[src/rtl/rf_arbiter2.sv]
// Two-port valid/ready arbiter and sequencer for a 32x256 register-file cache macro.
// Zero-fills the macro after reset; `define RF_ARB_RR_EN for round-robin, else fixed priority (port 0).
module rf_arbiter2 #(
  parameter int AW = 5,
  parameter int DW = 256
) (
  input  logic          clk,
  input  logic          rst,
  input  logic          req0_valid,
  output logic          req0_ready,
  input  logic          req0_we,
  input  logic [AW-1:0] req0_addr,
  input  logic [DW-1:0] req0_wdata,
  input  logic          req1_valid,
  output logic          req1_ready,
  input  logic          req1_we,
  input  logic [AW-1:0] req1_addr,
  input  logic [DW-1:0] req1_wdata,
  output logic          rsp0_valid,
  output logic [DW-1:0] rsp0_rdata,
  output logic          rsp1_valid,
  output logic [DW-1:0] rsp1_rdata,
  output logic          init_done,
  output logic [AW-1:0] rf_a,
  output logic [DW-1:0] rf_d,
  output logic          rf_wen,
  input  logic [DW-1:0] rf_q
);

  typedef enum logic {
    ST_INIT = 1'b0,
    ST_RUN  = 1'b1
  } state_t;

  state_t        r_state;
  logic [AW-1:0] r_cnt;
  logic          r_rsp_pend;
  logic          r_rsp_sel;
  logic          w_run;
  logic          w_gnt0;
  logic          w_gnt1;

`ifdef RF_ARB_RR_EN
  logic          r_prio;

  // Round-robin pointer: favour the port that was not granted last.
  always_ff @(posedge clk) begin
    if (rst) begin
      r_prio <= 1'b0;
    end else if (w_gnt0) begin
      r_prio <= 1'b1;
    end else if (w_gnt1) begin
      r_prio <= 1'b0;
    end else begin
      r_prio <= r_prio;
    end
  end
`endif

  // Grant decision; readiness depends only on valids and the priority state.
  always_comb begin
    w_run  = (r_state == ST_RUN) && !rst;
    w_gnt0 = 1'b0;
    w_gnt1 = 1'b0;
    if (w_run) begin
`ifdef RF_ARB_RR_EN
      if (req0_valid && req1_valid) begin
        w_gnt0 = !r_prio;
        w_gnt1 = r_prio;
      end else begin
        w_gnt0 = req0_valid;
        w_gnt1 = req1_valid;
      end
`else
      w_gnt0 = req0_valid;
      w_gnt1 = req1_valid && !req0_valid;
`endif
    end else begin
      w_gnt0 = 1'b0;
      w_gnt1 = 1'b0;
    end
  end

  // RF pin mux: zero-fill, granted access, or idle read of entry 0.
  always_comb begin
    rf_a   = {AW{1'b0}};
    rf_d   = {DW{1'b0}};
    rf_wen = 1'b1;
    if (rst) begin
      rf_wen = 1'b1;
    end else if (r_state == ST_INIT) begin
      rf_a   = r_cnt;
      rf_wen = 1'b0;
    end else if (w_gnt0) begin
      rf_a   = req0_addr;
      rf_d   = req0_wdata;
      rf_wen = !req0_we;
    end else if (w_gnt1) begin
      rf_a   = req1_addr;
      rf_d   = req1_wdata;
      rf_wen = !req1_we;
    end else begin
      rf_wen = 1'b1;
    end
  end

  // Sequencer state and response tracking; the fill counter stops at the last entry.
  always_ff @(posedge clk) begin
    if (rst) begin
      r_state    <= ST_INIT;
      r_cnt      <= {AW{1'b0}};
      r_rsp_pend <= 1'b0;
      r_rsp_sel  <= 1'b0;
    end else begin
      case (r_state)
        ST_INIT: begin
          if (r_cnt == {AW{1'b1}}) begin
            r_state <= ST_RUN;
          end else begin
            r_cnt <= r_cnt + {{(AW-1){1'b0}}, 1'b1};
          end
        end
        ST_RUN: begin
          r_state <= ST_RUN;
        end
        default: begin
          r_state <= ST_INIT;
        end
      endcase
      r_rsp_pend <= w_gnt0 || w_gnt1;
      r_rsp_sel  <= w_gnt1;
    end
  end

  assign req0_ready = w_gnt0;
  assign req1_ready = w_gnt1;
  assign init_done  = w_run;
  assign rsp0_valid = !rst && r_rsp_pend && !r_rsp_sel;
  assign rsp1_valid = !rst && r_rsp_pend && r_rsp_sel;
  assign rsp0_rdata = rf_q;
  assign rsp1_rdata = rf_q;

endmodule
[config.mk]
export PLATFORM = sky130hd
export DESIGN_NAME = rf_arbiter2
export DESIGN_NICKNAME = d
export VERILOG_FILES = /design/src/rtl/rf_arbiter2.sv
export SDC_FILE = /design/constraint.sdc
export NUM_CORES = 1
export LEC_CHECK = 0
export CAP_MARGIN = 20
export CORE_AREA = 4 4 601 603
export DETAILED_ROUTE_END_ITERATION = 12
export DIE_AREA = 0 0 605 607
export PLACE_DENSITY = 0.3
export SYNTH_ARGS = -nofsm -noshare
export SYNTH_HDL_FRONTEND = slang
export SYNTH_SLANG_ARGS = --single-unit
[constraint.sdc]
create_clock -name clk -period 3.37 [get_ports clk]
set_input_delay 0.674 -clock clk [delete_from_list [all_inputs] [get_ports clk]]
set_output_delay 0.674 -clock clk [all_outputs]
set_load 0.03 [all_outputs]
**After elaboration in Yosys (flattened, before gate mapping)**

Cells that the tools add are included.

- $add $sub $neg: 1
- Eq/ne operators: 1
- Muxes and demuxes: 16
- Bitwise gates (word level): 2
- Reductions and logical operators: 12

Operators with widths:

| operator | count |
|---|---|
| 256-bit 2-to-1 mux | 4 |
| 5-bit 2-to-1 mux | 4 |
| 1-bit 2-to-1 mux | 7 |
| 5-bit by 1-bit adder with 5-bit output (second input constant) | 1 |
| 5-bit == test (second input constant) | 1 |
| 1-bit logical AND | 5 |
| 1-bit logical NOT | 5 |
| 1-bit inverter | 2 |
| 1-bit one-hot mux with 2 select lines | 1 |
| 2-bit AND reduction | 1 |
| 1-bit logical OR | 1 |

- Bits in registers: 8
- Input port bits: 784
- Word-level logic and storage cells: 36

**Logic depth before layout (Yosys ltp)**

Gate-level depths: netlist of the first run.

- Depth in word-level cells: 7
- Mapped depth: 7

**Worst setup path before layout of the first run**

OpenSTA, ideal clock, no wires.

- Path type: in2out
- Start point: input rst
- End point: output rf_a[0]
- Arrival: 1966 ps
- Required time: 2696 ps
- Slack: 730 ps
- Cell stages on the path: 6
- Path through: buf_4 -> and4bb_1 -> buf_4 -> buf_4 -> a22oi_1 -> a211oi_2

- Longest elaborated chain between the ends: 7

Ends and longest elaborated chain:

| what | RTL line | text |
|---|---|---|
| start, declared | 8 | `input logic rst,` |
| 1-bit logical NOT | 62 | `w_run = (r_state == ST_RUN) && !rst;` |
| 1-bit logical AND | 62 |  |
| 1-bit 2-to-1 mux | 65 | `if (w_run) begin` |
| 5-bit 2-to-1 mux | 98 | `end else if (w_gnt1) begin` |
| 5-bit 2-to-1 mux | 94 | `end else if (w_gnt0) begin` |
| 5-bit 2-to-1 mux | 91 | `end else if (r_state == ST_INIT) begin` |
| 5-bit 2-to-1 mux (*) | 89 | `if (rst) begin` |
| end, declared | 24 | `output logic [AW-1:0] rf_a,` |

Mark *: on every way between the ends. The rest lies on a longest branch, timed or not.

**Final worst setup path of the first run**

- Start point: input req1_valid
- End point: output rf_d[31]

- Longest elaborated chain between the ends: 6

Ends and longest elaborated chain:

| what | RTL line | text |
|---|---|---|
| start, declared | 14 | `input logic req1_valid,` |
| 1-bit logical AND | 76 | `w_gnt1 = req1_valid && !req0_valid;` |
| 1-bit 2-to-1 mux | 65 |  |
| 256-bit 2-to-1 mux | 98 |  |
| 256-bit 2-to-1 mux | 94 |  |
| 256-bit 2-to-1 mux | 91 |  |
| 256-bit 2-to-1 mux | 89 |  |
| end, declared | 25 | `output logic [DW-1:0] rf_d,` |

Every way passes these cells.

==> impl_metrics.csv, run 1 <==
group,metric,value,unit
run_status,status,"completed",
sta,finalSetupViolations,0,
sta,drv_slew,0,
setup_path,required,2700,ps
floorplan,die-area,367000,sq um
power_and_ir_drop,power,1130,uW
global_route,grt_usage,11.8,%
floorplan,die_h,607,microns
yosys,syn_inst,884,
layout,mostFrequentLayoutCells,"527 x clkdlybuf4s50_1, 249 x buf_12, 248 x a22o_1",
yosys,syn_avg_cell_area,8.01,sq um
sta,finalCriticalPeriod,3340,ps
sta,maxSlewHeadroom,46.3,%
floorplan,die_w,605,microns
global_route,grt_first_pass_wirelength,248000,microns
power_and_ir_drop,internal_power,807,uW
yosys,ys_types,27,
drt,ant_nets,0,
layout,layout-drive-gt1-share,28.9,%
layout,nets,1939,
drt,wl_per_cell,38.8,microns
yosys,synth.net_count,1670,
drt,finalWirelength,229000,microns
clock_tree,cts.clk_slew.worst_paths,40,ps
sta,max_freq,299,MHz
clock_tree,numClockSinks,8,
drt,drt-pass1-iter-count,5,
yosys,synth_area_leaders,"buf_4 55%, a22o_1 32%, buf_6 4.1%",
power_and_ir_drop,powerDensity,57.3,nW/um^2
setup_path,crit_arrival,2670,ps
yosys,yosysTopAreaCellShare,55.5,%
layout,layout_commonest_cell,"clkdlybuf4s50_1",
power_and_ir_drop,switching_share,28.3,%
sta,setup_ws,29.8,ps
power_and_ir_drop,irDropWorstVdd,0.104,mV
placement,io_buffers,794,
global_route,grt_pass1_vias,9053,
global_route,antenna_found_initial,197,
clock_tree,clkLatencyLatePin,230,ps
clock_tree,cts_tree,"yes",
yosys,synth.cell_area,7080,sq um
flow_run,max-cap-violations,0,
drt,drt-initial-drc-count,421,
layout,fillers,41866,
placement,hpwl,220000,microns
sta,fin_worst_skew,1.86,ps
power_and_ir_drop,p_leak,0.00551,uW
setup_path,crit_fanout,18,
clock_tree,cts_setup_buffers,0,
yosys,synth.largest_area_cell,"buf_4",
global_route,grt_start_max_net_pins,45,
layout,area_growth,178,%
setup_path,critPathLaunchType,"input pin",
clock_tree,cts_inserted_buffers,3,
yosys,ys_seq_elements,8,
clock_tree,cts_root_buffer,"clkbuf_16",
sta,hold_viol,0,
setup_path,endpoint_kind,"primary output",
floorplan,initial_core_util,1.99,%
power_and_ir_drop,pwr-share-clk,17.6,%
floorplan,core_area,355000,sq um
power_and_ir_drop,switchingPower,319,uW
power_and_ir_drop,power_frac_seq,9.1,%
yosys,yosysSeqAreaShare,2.26,%
placement,gp_congestion,0.776,
sta,final.period_utilization,99.1,%
drt,viasPerCell,1.57,
drt,drc_errors,0,
layout,multi_input_area,2610,sq um
global_route,grt.overflow.total,0,
clock_tree,htree_num_levels,1,
floorplan,num_rows,219,
setup_path,critical_path_class,"in2out",
placement,dp_slack,-302,ps
yosys,ys_warn_count,0,
floorplan,io_pins,1563,
clock_tree,cts.path.max_buffers,2,
sta,grt_setup_unrepaired,"yes",
layout,ff_latch_area,160,sq um
power_and_ir_drop,power.share.combinational,73.3,%
sta,max_slew.worst_pin.slew,802,ps
min_path,holdCritPathClass,"reg2reg",
drt,vias,9316,
-- cells by family (layout without fill, tap and decap cells) --
| family | after synthesis | in the layout | synth area share (%) |
|---|---|---|---|
| DFF | 8 | 8 | 2.26 |
| adders and majority gates | 2 | 2 | 0.353 |
| AOI/OAI and AO/OA | 271 | 271 | 33.5 |
| xor gates and xnor gates | 2 | 2 | 0.247 |
| and+or+nand+nor | 25 | 25 | 2.09 |
| muxes | 1 | 1 | 0.159 |
| buffers and inverters | 575 | 842 | 61.4 |
| other | 0 | 17 | 0 |
-- path summary, 6_finish.rpt --
path / end / depth (start not counted) / start / slack (ps)
max: rf_d[31] / 6 / req1_valid / 30
min: r_cnt[4] / 2 / r_cnt[4] / 500
max reg2reg: r_cnt[3] / 6 / r_cnt[0] / 1570
min reg2reg: r_cnt[4] / 2 / r_cnt[4] / 500
-- worst max-delay path, cell delays in order --
cell             delay, ps
clkdlybuf4s50_1        580
and4bb_4               300
buf_12                 190
bufbuf_16              410
a22o_1                 240
buf_12                 140
-- registers in the layout, indices dropped and copies added, names as in the netlist --
name and count:
r_rsp_pend 1, r_rsp_sel 1, r_cnt 5, r_state 1
-- stage by stage --
| stage | hold WS (ps) | area, sq um | util, % | instances | setup TNS [ps] |
|---|---|---|---|---|---|
| 6_report | 500 | 19700 | 5.53 | 5919 | 0 |
| 5_1_grt | 551 | 19600 | 5.52 | 5912 | -64.2 |
| 3_3_place_gp | 488 | 19400 | 5.47 | 5897 | -2530 |
| 2_1_floorplan | 471 | 7080 | - | 884 | 0 |
| 4_1_cts | 497 | 19600 | 5.51 | 5901 | -36.1 |
| 3_5_place_dp | 492 | 19400 | 5.47 | 5897 | -2590 |
-- power groups by stage --
stage / Sequential (uW) / Combinational [uW] / Clock (uW)
2_1_floorplan: 103 / 1170 / 0
3_3_place_gp: 103 / 833 / 0
3_5_place_dp: 103 / 832 / 0
4_1_cts: 102 / 836 / 203
5_1_grt: 102 / 859 / 207
6_report: 102 / 826 / 198
-- synthesized netlist by cell type, drive strengths merged --
cell type / count
a211oi: 5
a21oi: 2
a22o: 256
a22oi: 5
a31o: 1
and2: 1
and3: 1
and3b: 1
and4bb: 1
buf: 573
clkbuf: 2
dfxtp: 8
ha: 2
mux2: 1
nand2: 3
nand3b: 1
nand4: 1
nor2: 10
nor2b: 2
nor3b: 2
nor4bb: 1
o21ai: 2
or2: 1
xnor2: 2
-- routing by layer --
metal | vias to the layer above | global-route usage (%) | share of wire, % | wire length, microns
met2 | 1601 | 20.5 | 48 | 111000
met3 | 373 | 10.3 | 19 | 44700
met1 | 4136 | 10.6 | 30 | 70000
li1 | 3194 | - | - | -
met4 | 12 | 0.956 | 1.6 | 3670
met5 | - | 0.758 | 0.15 | 350
-- final cells by class --
class	instances	area share, %
Antenna cell	17	0.216
Clock buffer	3	0.382
Multi-Input combinational cell	301	13.3
Sequential cell	8	0.815
Tap cell	4751	30.3
Timing Repair Buffer	839	55.0
-- timing repair --
action,CTS,global route
hold buffers,0,0
gates cloned,1,1
gates resized for setup,12,1
pin swaps,0,0
setup endpoints to repair,52,6
Note: power is estimated with default switching activity, not from simulation.
==> inputs of run 2 (changes only) <==
--- a/config.mk
+++ b/config.mk
@@ -9,7 +9,9 @@
 export CORE_AREA = 4 4 601 603
 export DETAILED_ROUTE_END_ITERATION = 12
 export DIE_AREA = 0 0 605 607
+export HOLD_SLACK_MARGIN = 0.03
 export PLACE_DENSITY = 0.3
+export SLEW_MARGIN = 20
 export SYNTH_ARGS = -nofsm -noshare
 export SYNTH_HDL_FRONTEND = slang
 export SYNTH_SLANG_ARGS = --single-unit
==> results of run 2 <==
No change in the layout: final DEF, timing and power equal those of run 1.
==> inputs of run 3 (changes only) <==
--- a/config.mk
+++ b/config.mk
@@ -6,9 +6,9 @@
 export NUM_CORES = 1
 export LEC_CHECK = 0
 export CAP_MARGIN = 20
-export CORE_AREA = 4 4 601 603
+export CORE_AREA = 2 2 617 619
 export DETAILED_ROUTE_END_ITERATION = 12
-export DIE_AREA = 0 0 605 607
+export DIE_AREA = 0 0 619 621
 export HOLD_SLACK_MARGIN = 0.03
 export PLACE_DENSITY = 0.3
 export SLEW_MARGIN = 20
==> run 3 against run 2 <==
Worst hold slack improved by 6.1 ps. Clock power is 3% higher. Via count shrank 0.41%. Sequential power barely moved. Sequential cell count stayed put. Routed wire length shrank 3.7%. Register-to-register slack worse by 20 ps. Combinational power is 8.2% lower. Critical path depth grew 2. Core utilization shrank 0.26 points. First-iteration DRC count grew 29%. Non-clock buffer count down 2. Critical path type unchanged. Largest cell class unchanged.
==> impl_metrics.csv, run 3 (synthesized netlist as in run 1, its figures left out) <==
group,metric,value,unit
run_status,status,"completed",
drt,finalWirelength,221000,microns
placement,dp_slack,-207,ps
drt,ant_nets,0,
setup_path,critPathMaxStageDelay,450,ps
layout,nets,1937,
layout,layout-drive-gt1-share,28.8,%
setup_path,startpoint,"rst",
min_path,holdCritPathClass,"reg2reg",
setup_path,crit_chain,"clkdlybuf4s50_1 -> buf_6 -> nor2b_4 -> and2_4 -> buf_12 -> buf_12 -> a22o_1 -> buf_12",
placement,hpwl,214000,microns
layout,layout_commonest_cell,"clkdlybuf4s50_1",
layout,top_register,"r_cnt",
floorplan,die-area,384000,sq um
setup_path,path_depth,8,
clock_tree,cts.clk_slew.worst_paths,40,ps
drt,vias,9278,
power_and_ir_drop,powerDensity,53.4,nW/um^2
floorplan,io_pins,1563,
clock_tree,hold_buffers,0,
sta,setup_ws,84.5,ps
setup_path,reg2reg_slack,1550,ps
setup_path,crit_fanout,37,
setup_path,reg2reg_from,"r_cnt[0]",
setup_path,critPathLaunchType,"input pin",
power_and_ir_drop,p_leak,0.00548,uW
setup_path,r2r_end,"r_cnt[3]",
layout,multi_input_area,2590,sq um
drt,viasPerCell,1.50,
setup_path,cp.buffers_inverters,5,
clock_tree,cts.path.max_buffers,2,
setup_path,cpMostUsedCell,"buf_12",
floorplan,die_h,621,microns
sta,finalSetupTns,0,ps
sta,fin_worst_skew,1.79,ps
clock_tree,cts_tree,"yes",
sta,grt_setup_unrepaired,"no",
global_route,grt_usage,11.0,%
layout,mostFrequentLayoutCells,"527 x clkdlybuf4s50_1, 254 x buf_12, 249 x a22o_1",
setup_path,worst_path_max_delay_cell,"clkdlybuf4s50_1",
global_route,grt_pass1_vias,8982,
flow_run,max-cap-violations,0,
layout,largest_reg_flops,5,
drt,drt-pass1-iter-count,5,
setup_path,required,2700,ps
sta,finalCriticalPeriod,3290,ps
sta,max_slew.worst_pin.slew,584,ps
drt,drt-initial-drc-count,541,
sta,maxSlewHeadroom,60.9,%
setup_path,endpoint_kind,"primary output",
power_and_ir_drop,irDropWorstVdd,0.0837,mV
sta,max_freq,304,MHz
setup_path,crit_arrival,2610,ps
sta,finalSetupViolations,0,
floorplan,core_area,378000,sq um
clock_tree,htree_num_levels,1,
min_path,whs_path_depth,2,
clock_tree,numClockSinks,8,
sta,hold_viol,0,
sta,drv_slew,0,
floorplan,die_w,619,microns
clock_tree,cts_root_buffer,"clkbuf_16",
setup_path,crit_family,"buffers and inverters",
sta,final.period_utilization,97.5,%
global_route,antenna_found_initial,156,
clock_tree,cts_inserted_buffers,3,
drt,drc_errors,0,
setup_path,setup.worst_path.end,"rf_d[114]",
placement,gp_congestion,0.778,
placement,io_buffers,794,
clock_tree,clkLatencyLatePin,230,ps
layout,area_growth,181,%
floorplan,num_rows,226,
drt,wl_per_cell,35.8,microns
layout,ff_latch_area,160,sq um
global_route,grt_first_pass_wirelength,244000,microns
setup_path,critical_path_class,"in2out",
setup_path,reg2regPathDepth,6,
global_route,grt_start_max_net_pins,51,
global_route,grt.overflow.total,0,
layout,fillers,44693,
floorplan,initial_core_util,1.87,%
run 3: cell count changes in the layout (fill, tap and decap cells not counted):
cell / before / now
diode_2: 17 / 2
buf_16: 2 / 0
buf_4: 58 / 54
a22o_1: 248 / 249
a22o_4: 3 / 1
buf_6: 0 / 2
clkbuf_16: 4 / 3
dlygate4sd2_1: 1 / 0
buf_12: 249 / 254
bufbuf_16: 1 / 0
a22o_2: 5 / 6
run 3: area by class of cell:
type                            instances  area share [%]
Timing Repair Buffer                  837            54.2
Clock buffer                            3           0.377
Antenna cell                            2          0.0252
Tap cell                             5016            31.5
Multi-Input combinational cell        301            13.0
Sequential cell                         8           0.805
run 3: worst register-to-register path, cell delays in order, from the launching register on:
cell	delay, ps
dfxtp_1	340
ha_1	210
and3_1	190
ha_1	220
nor2_1	310
nand4_1	160
mux2_2	280
run 3: worst min path at each step:
stage / start / to
CTS: r_cnt[4] / r_cnt[4]
finish: r_cnt[4] / r_cnt[4]
global placement: r_cnt[4] / r_cnt[4]
floorplan: r_cnt[4] / r_cnt[4]
global route: r_cnt[1] / r_cnt[1]
detailed placement: r_cnt[4] / r_cnt[4]
run 3: stage by stage:
stage                     hold slack [ps]  util [%]  instances  area (sq um)  total power (uW)
after detailed placement              497      5.23       6160         19800               862
final                                 507      5.27       6167         19900              1060
after CTS                             503      5.27       6165         19900              1070
after floorplan                       471         -        884          7080              1270
after global placement                494      5.23       6160         19800               863
after global routing                  545      5.27       6165         19900              1110
run 3: what timing repair did:
action / 4_1_cts / 5_1_grt
gates resized for setup: 10 / 0
buffers inserted: 2 / 0
setup endpoints to repair: 21 / 0
run 3: per-layer routing:
metal	wire length (microns)	up-vias	GRT usage, %
li1	-	3172	-
met1	68100	4248	10.0
met2	102000	1553	18.5
met3	47500	291	10.5
met5	224	-	0.303
met4	2750	14	0.602
run 3: power by group:
| part | switching, uW | internal [uW] | total [uW] |
|---|---|---|---|
| sequential | 3.66 | 98.4 | 102 |
| combinational | 203 | 556 | 758 |
| clock | 49.4 | 153 | 203 |
